===== src/rtl/hazard_unit.sv =====
// Tuse/Tnew hazard controller for the 5-stage MIPS pipeline: tracks E/M/W
// destinations and result-ready times, and drives stall and forwarding selects.
module hazard_unit (
  input  logic        clk,
  input  logic        rst_n,
  input  logic [31:0] instr_d,
  input  logic [3:0]  type_d,
  output logic        stall,
  output logic [1:0]  fwd_rs_d,
  output logic [1:0]  fwd_rt_d,
  output logic [1:0]  fwd_rs_e,
  output logic [1:0]  fwd_rt_e,
  output logic        fwd_rt_m
);

  localparam int unsigned RW = 5;
  localparam int unsigned TW = 2;

  localparam logic [3:0] T_R   = 4'd1;
  localparam logic [3:0] T_IMM = 4'd2;
  localparam logic [3:0] T_BEQ = 4'd3;
  localparam logic [3:0] T_LW  = 4'd4;
  localparam logic [3:0] T_JR  = 4'd5;
  localparam logic [3:0] T_JAL = 4'd6;
  localparam logic [3:0] T_SW  = 4'd7;

  logic [RW-1:0] rs_d, rt_d, rd_d;
  logic          unused_bits;

  assign rs_d        = instr_d[25:21];
  assign rt_d        = instr_d[20:16];
  assign rd_d        = instr_d[15:11];
  assign unused_bits = ^{instr_d[31:26], instr_d[10:0]};

  // ID decode: a source field of 0 means "not read", a dest of 0 means "no write"
  logic [RW-1:0] src_rs_d, src_rt_d, dest_d;
  logic [TW-1:0] tuse_rs_d, tuse_rt_d, tnew_d;
  logic          sw_d;

  always_comb begin
    src_rs_d  = '0;
    src_rt_d  = '0;
    dest_d    = '0;
    tuse_rs_d = '0;
    tuse_rt_d = '0;
    tnew_d    = '0;
    sw_d      = 1'b0;
    case (type_d)
      T_R: begin
        src_rs_d = rs_d; tuse_rs_d = TW'(1);
        src_rt_d = rt_d; tuse_rt_d = TW'(1);
        dest_d   = rd_d; tnew_d    = TW'(1);
      end
      T_IMM: begin
        src_rs_d = rs_d; tuse_rs_d = TW'(1);
        dest_d   = rt_d; tnew_d    = TW'(1);
      end
      T_BEQ: begin
        src_rs_d = rs_d;
        src_rt_d = rt_d;
      end
      T_LW: begin
        src_rs_d = rs_d; tuse_rs_d = TW'(1);
        dest_d   = rt_d; tnew_d    = TW'(2);
      end
      T_JR: begin
        src_rs_d = rs_d;
      end
      T_JAL: begin
        dest_d = RW'(31); tnew_d = TW'(1);
      end
      T_SW: begin
        src_rs_d = rs_d; tuse_rs_d = TW'(1);
        src_rt_d = rt_d; tuse_rt_d = TW'(2);
        sw_d     = 1'b1;
      end
      default: ;
    endcase
    // $0 is never a real destination
    if (dest_d == '0) tnew_d = '0;
  end

  // Pipeline state behind ID
  logic [RW-1:0] dest_e, src_rs_e, src_rt_e, dest_m, sw_rt_m, dest_w;
  logic [TW-1:0] tnew_e, tnew_m;
  logic          sw_e;

  always_ff @(posedge clk or negedge rst_n) begin
    if (!rst_n) begin
      dest_e   <= '0;
      src_rs_e <= '0;
      src_rt_e <= '0;
      tnew_e   <= '0;
      sw_e     <= 1'b0;
      dest_m   <= '0;
      tnew_m   <= '0;
      sw_rt_m  <= '0;
      dest_w   <= '0;
    end else begin
      if (stall) begin
        dest_e   <= '0;
        src_rs_e <= '0;
        src_rt_e <= '0;
        tnew_e   <= '0;
        sw_e     <= 1'b0;
      end else begin
        dest_e   <= dest_d;
        src_rs_e <= src_rs_d;
        src_rt_e <= src_rt_d;
        tnew_e   <= tnew_d;
        sw_e     <= sw_d;
      end
      dest_m  <= dest_e;
      tnew_m  <= (tnew_e == '0) ? '0 : tnew_e - TW'(1);
      sw_rt_m <= sw_e ? src_rt_e : '0;
      dest_w  <= dest_m;
    end
  end

  function automatic logic hit(input logic [RW-1:0] s, input logic [TW-1:0] tuse,
                               input logic [RW-1:0] dst, input logic [TW-1:0] tnew);
    return (s != '0) && (dst == s) && (tnew > tuse);
  endfunction

  // Nearest stage wins; M only once its result is actually ready
  function automatic logic [1:0] fwd_sel(input logic [RW-1:0] s, input logic [RW-1:0] dm,
                                         input logic [TW-1:0] tm, input logic [RW-1:0] dw);
    if (s == '0)                 return 2'd0;
    if ((s == dm) && (tm == '0)) return 2'd1;
    if (s == dw)                 return 2'd2;
    return 2'd0;
  endfunction

  always_comb begin
    stall = hit(src_rs_d, tuse_rs_d, dest_e, tnew_e) ||
            hit(src_rs_d, tuse_rs_d, dest_m, tnew_m) ||
            hit(src_rt_d, tuse_rt_d, dest_e, tnew_e) ||
            hit(src_rt_d, tuse_rt_d, dest_m, tnew_m);
    fwd_rs_d = fwd_sel(src_rs_d, dest_m, tnew_m, dest_w);
    fwd_rt_d = fwd_sel(src_rt_d, dest_m, tnew_m, dest_w);
    fwd_rs_e = fwd_sel(src_rs_e, dest_m, tnew_m, dest_w);
    fwd_rt_e = fwd_sel(src_rt_e, dest_m, tnew_m, dest_w);
    fwd_rt_m = (sw_rt_m != '0) && (sw_rt_m == dest_w);
  end

endmodule


===== config.mk =====
export PLATFORM = sky130hd
export DESIGN_NAME = hazard_unit
export DESIGN_NICKNAME = d
export VERILOG_FILES = /design/src/rtl/hazard_unit.sv
export SDC_FILE = /design/constraint.sdc
export NUM_CORES = 1
export LEC_CHECK = 0
export ABC_AREA = 0
export CORE_UTILIZATION = 40
export DETAILED_ROUTE_END_ITERATION = 12
export PLACE_DENSITY = 0.71
export SKIP_LAST_GASP = 1
export SYNTH_ARGS = -nofsm -noshare
export SYNTH_HDL_FRONTEND = slang
export SYNTH_SLANG_ARGS = --single-unit

===== constraint.sdc =====
create_clock -name clk -period 3.1 [get_ports clk]
set_clock_uncertainty 0.15 [all_clocks]
set_input_delay 0.31 -clock clk [delete_from_list [all_inputs] [get_ports clk]]
set_output_delay 0.31 -clock clk [all_outputs]
set_load 0.03 [all_outputs]

==> out/metrics.cfg, run 1 <==
[finish]
diodes = 0
layout-drive-gt1-share_pct = 23.5
instances_no_fill = 417
seq_area_um2 = 876
nFillCells = 601
multi_input_area_um2 = 1590
fin_nets = 383
syn_to_final_growth_pct = 27.8

[synthesis]
synth_area_um2 = 2620
ys_warn_count = 0
synthArstFlopShare_pct = 100
synth-edff-count = 0
synthCells = 283
seq_area_frac_synth_pct = 33.5
post_synth.cell_area_avg_um2 = 9.24
netlist-cell-type-count = 51
postSynthNetCount = 327
ys_ff_latch = 35
synthFlopType = dfrtp_1

[clock_network]
clock_path_buffers = 2
cts_buffers = 5
clkSlewWorstSetupHoldPaths_ps = 80
cts_tree = built
cts_hold_buf = 0
clk_latency_ps = 300
h-tree-depth = 2
cts.sinks = 35
cts-root-buf = clkbuf_8

[grt]
grt_first_pass_wirelength_mm = 11.6
grt.overflow.total = 0
grt_usage_pct = 21.3
antenna_found_initial = 0
grt_pass1_vias = 2397
grt_max_degree = 36

[place]
dp.cells = 406
place_hpwl_mm = 5.09
port-buffer-count = 30
gp_congestion = 0.846

[drt]
vias = 2369
drc = 0
wl_per_cell_um = 16.4
antenna_left = 0
first_pass_iters = 4
vias_per_cell = 5.68
wirelength_mm = 6.85
drt_iter0_drc = 136

[sta]
rsz0062_at_grt = false
final.min_clock_period_ps = 2840
worstMarginPinSlew_ps = 597
finalSetupViolCount = 0
relSlewSlack_pct = 59.9
fmax_ghz = 0.352
maxSlewViolCount = 0
period_share_pct = 91.7
hold_violations = 0

[power]
p_leak_nw = 1.41
peakVddDrop_mv = 0.188
p_per_area_nw_per_um2 = 395
finalPower_w = 0.00132

[die]
die_area_um2 = 6860
rows = 29
start_util_pct = 41.4
die_x_um = 82.9
core-area_um2 = 6310
die_height_um = 82.9
boundaryPins = 48

[setup_path]
critical_path_arrival_ps = 2380
path_class = primary input to output pin
cp-start-kind = primary input
cp-endpoint = stall
rrSetupSlack_ps = 750
timing.rr.start = tnew_m[1]
crit_path_start = type_d[3]
end_kind = output pin
reg2reg_depth = 8
r2r-end = tnew_e[0]
cp_data_required_time_ps = 2640
cp_max_fo = 5

[run_status]
status = finished, final reports clean

[min_path]
min_path_type = primary input to flip-flop

[job]
cap_violations = 0

## synthesized netlist by cell type, drive strengths merged, types with 2 or more instances
master | number | share of area [%]
a21oi | 7 | 1.3
nor2b | 3 | 1.0
or4 | 2 | 0.57
o211ai | 2 | 0.57
and2 | 8 | 1.9
nand2b | 2 | 0.48
nand3 | 9 | 1.7
buf | 12 | 3.5
a31o | 2 | 0.67
nand2 | 12 | 1.8
ha | 6 | 2.9
nor4b | 2 | 0.67
xnor2 | 31 | 10
nor2 | 25 | 3.6
nor3 | 19 | 4.8
dfrtp | 35 | 33
maj3 | 5 | 1.9
a31oi | 8 | 2.2
nor4 | 11 | 3.6
a22oi | 5 | 1.4
a211oi | 3 | 0.86
nor4bb | 7 | 2.7
inv | 9 | 1.3
o21a | 3 | 0.86
nand4 | 11 | 2.9
clkbuf | 12 | 1.7
o21ai | 8 | 2.1
xor2 | 11 | 4.0
o32ai | 4 | 1.3
## where the power goes
part           internal (W)  switching [W]  leakage (nW)
Sequential         0.000478      0.0000411         0.473
Combinational      0.000180       0.000183         0.879
Clock              0.000260       0.000179        0.0612
## worst max-delay path, cell delays in order
cell and delay, ps:
dlymetal6s2s_1 230, inv_1 120, nand4_1 190, ha_1 360
nor2b_2 130, o21ai_1 90, a221oi_2 230, nand4_2 170
a21boi_4 240, or2_2 150, buf_4 150
## routing by layer
layer	global-route usage, %	routed length (µm)	vias up
li1	-	-	1138
met1	27.0	2940	1150
met2	35.8	3420	65
met3	4.27	364	16
met4	7.99	132	0
met5	0	0	-
## cells in the final DEF (no fill, tap or decap), types with 8 or more instances in the layout
cell type and n:
buf_4 45, dfrtp_1 35, xnor2_1 31, nor2_1 25
clkdlybuf4s50_1 21, nor3_1 12, nand2_1 11, nand4_1 10
xor2_1 10, inv_1 9, nand3_1 9, and2_1 8
## flip-flops by register name, indices dropped and copies added, names as in the netlist
| register | cells |
|---|---|
| sw_e | 1 |
| dest_m | 5 |
| dest_w | 5 |
| sw_rt_m | 5 |
| tnew_m | 2 |
| src_rs_e | 5 |
| src_rt_e | 5 |
| dest_e | 5 |
| tnew_e | 2 |
## how the worst min path moves through the flow
| stage | start | end | slack, ps | cells after the start |
|---|---|---|---|---|
| global route | type_d[0] | tnew_e[1] | 260 | 4 |
| global placement | tnew_e[0] | tnew_m[0] | 290 | 1 |
| detailed placement | tnew_e[0] | tnew_m[0] | 280 | 1 |
| CTS | rst_n | src_rt_e[4] | 290 | 2 |
| finish | type_d[0] | tnew_e[1] | 220 | 4 |
| floorplan | rst_n | dest_e[0] | -140 | 0 |
## stage by stage
step                TNS, ps  setup WS (ps)  utilization, %  instance area [µm²]  hold WS, ps
finish                    0            258            53.0                 3340          224
global route              0            116            53.0                 3340          256
CTS                    -138           -138            52.1                 3290          291
detailed placement     -561           -210            50.1                 3160          284
global placement       -273           -122            50.1                 3160          286
floorplan                 0            496               -                 2620         -136
## cell families (layout without fill, tap and decap cells)
logic type	after synthesis	in the layout	synth area share, %
adder cells (fa/ha/maj)	11	11	4.78
buffers and inverters	33	90	6.55
AND/OR/NAND/NOR	112	112	25.9
flip-flops	35	35	33.5
AO/OA/AOI/OAI	50	50	14.9
XOR/XNOR	42	42	14.4
## final cells by class
type / count / area share [%]
Multi-Input combinational cell: 215 / 47.6
Sequential cell: 35 / 26.2
Timing Repair Buffer: 73 / 18.8
Tap cell: 77 / 2.88
Clock buffer: 6 / 2.47
Clock inverter: 2 / 1.05
Inverter: 9 / 1.01
## what timing repair did
| action | in CTS | in global routing |
|---|---|---|
| endpoints found under the setup margin | 2 | 2 |
| pin swaps | 1 | 4 |
| resized for setup | 1 | 11 |
| setup buffers | 1 | 2 |
| endpoints found under the hold margin | 0 | 0 |
Power figures use the tool's default switching activity.
==> inputs of run 2 (changes only) <==
GPL_ROUTABILITY_DRIVEN = 0   (was not set)
PLACE_DENSITY = 0.73   (was 0.71)
clock period = 2.3 ns   (was 3.1 ns; I/O delays follow)
==> run 2 against run 1 <==
The run now ends with negative setup slack left. Final area up 16%. Non-clock buffer count up 46. Combinational power up 75%. Global-route usage up 3.4 points. Critical path depth up 2. Via count up 13%. Wire length up 20%. Die area unchanged. First-iteration DRC count up 35%. Critical endpoint unchanged. Largest power group unchanged.
==> out/metrics.cfg, run 2 (synthesis gave the netlist of run 1 again) <==
[die]
die_area_um2 = 6860
die_x_um = 82.9
core-area_um2 = 6310
die_height_um = 82.9
start_util_pct = 41.4
boundaryPins = 48
rows = 29

[setup_path]
slowest_stage = ha_1
crit_family = simple AND/OR/NAND/NOR gates
crit_chain = buf_6, buf_6, xor2_4, nor2_2, nor3_4, ha_1, nor2_1, o21ai_1, nor3_1, nand4_1, o21ai_4, or2_4, buf_6
crit_top_cell = buf_6
end_kind = output pin
path_buf_inv = 3
cp_data_required_time_ps = 1920
cp-start-kind = primary input
path_class = primary input to output pin
critical_path_arrival_ps = 2090
slowest_delay_ps = 260
cp_max_fo = 4

[grt]
antenna_found_initial = 0
grt_pass1_vias = 2820
grt_max_degree = 36
grt_usage_pct = 24.7
grt.overflow.total = 0
grt_first_pass_wirelength_mm = 13.6

[clock_network]
clock_path_buffers = 2
cts_hold_buf = 0
clkSlewWorstSetupHoldPaths_ps = 90
cts_tree = built
cts_buffers = 5
clk_latency_ps = 300
cts-root-buf = clkbuf_8
h-tree-depth = 2
cts.sinks = 35

[drt]
drc = 0
vias_per_cell = 5.81
drt_iter0_drc = 184
wl_per_cell_um = 17.7
wirelength_mm = 8.20
antenna_left = 0
first_pass_iters = 4
vias = 2688

[power]
seqPwrFrac_pct = 35.9
peakVddDrop_mv = 0.262
p_sw_share_pct = 32.4
p_per_area_nw_per_um2 = 492
p_leak_nw = 1.69
power.internal_w = 0.00129
switchingPower_w = 0.000618
pwr-share-comb_pct = 33.3
power.share.clock_pct = 30.8

[finish]
nFillCells = 503
diodes = 0
final_common_cell = buf_4
syn_to_final_growth_pct = 48.5
layout-drive-gt1-share_pct = 42.5
fin_nets = 429
stdcell_area_um2 = 3880
final_cell_mix = buf_4 (85), dfrtp_1 (32), xnor2_1 (29)

[sta]
final.min_clock_period_ps = 2470
hold_violations = 0
fin_setup_tns_ps = -386
worstMarginPinSlew_ps = 453
relSlewSlack_pct = 69.8
rsz0062_at_grt = true
period_share_pct = 108
fin_ws_ps = -174
whs_ps = 120
maxSlewViolCount = 0
finalSetupViolCount = 3
fmax_ghz = 0.404

[place]
placed_cell_area_um2 = 3460
port-buffer-count = 30
place_hpwl_mm = 5.76

[min_path]
min_path_type = primary input to flip-flop

[run_status]
status = finished with violations
violations = negative setup slack

[job]
cap_violations = 0

-- run 2: cell types whose count changed in the layout (fill, tap and decap cells not counted), moves of 5 or more --
| cell | change |
|---|---|
| nand3_1 | -5 |
| nand3_2 | +5 |
| buf_4 | +40 |
| buf_6 | +9 |
| clkdlybuf4s50_1 | -9 |
-- run 2: final timing paths --
path                            from  slack [ps]          end  cells after the start
setup reg to reg           dest_m[4]          70  src_rt_e[4]                      9
max in group asynchronous      rst_n        1460    dest_m[0]                      2
hold / removal             type_d[0]         120    tnew_e[1]                      4
setup / recovery           type_d[2]        -170        stall                     13
min in group asynchronous      rst_n         180    tnew_e[1]                      2
hold reg to reg            dest_m[4]         310    dest_w[4]                      0
-- run 2: worst min-delay path: cells and delay by family --
family                 cells  cell delay, ps
buffers and inverters      1             150
and+or+nand+nor            3             150
-- run 2: final cells by class --
type	instances	area (µm²)	area share (%)
multi-input cells	215	1780	45.9
repair buffers	119	975	25.1
flip-flops and latches	35	880	22.7
well taps	77	96.3	2.48
clock buffers	5	68.8	1.77
clock inverters	3	47.5	1.22
inverters	9	33.8	0.870
-- run 2: what timing repair did --
| item | 4_1_cts | 5_1_grt |
|---|---|---|
| resized for setup | 58 | 26 |
| pin swaps | 22 | 9 |
| buffers inserted | 11 | 2 |
| setup endpoints to repair | 25 | 20 |
-- run 2: routing by layer --
metal | track usage, % | up-vias | wire (µm)
li1 | - | 1223 | -
met1 | 29.5 | 1321 | 3220
met2 | 43.1 | 119 | 4190
met3 | 5.07 | 25 | 545
met4 | 10.0 | 0 | 240
met5 | 0 | - | 0
-- run 2: power groups by stage --
stage	logic [W]	registers, W	clock network (W)
after floorplan	0.000332	0.000676	0
after global placement	0.000543	0.000696	0
after detailed placement	0.000557	0.000698	0
after CTS	0.000610	0.000685	0.000593
after global routing	0.000679	0.000690	0.000626
final	0.000635	0.000686	0.000588
-- run 2: metrics by stage --
stage,total power (W),util [%],worst slack (ps),std cells
after floorplan,0.00101,-,47.5,283
after global placement,0.00124,54.9,-765,442
after detailed placement,0.00126,54.9,-802,442
after CTS,0.00189,60.2,-104,461
after global routing,0.00199,61.5,-260,463
final,0.00191,61.5,-174,463
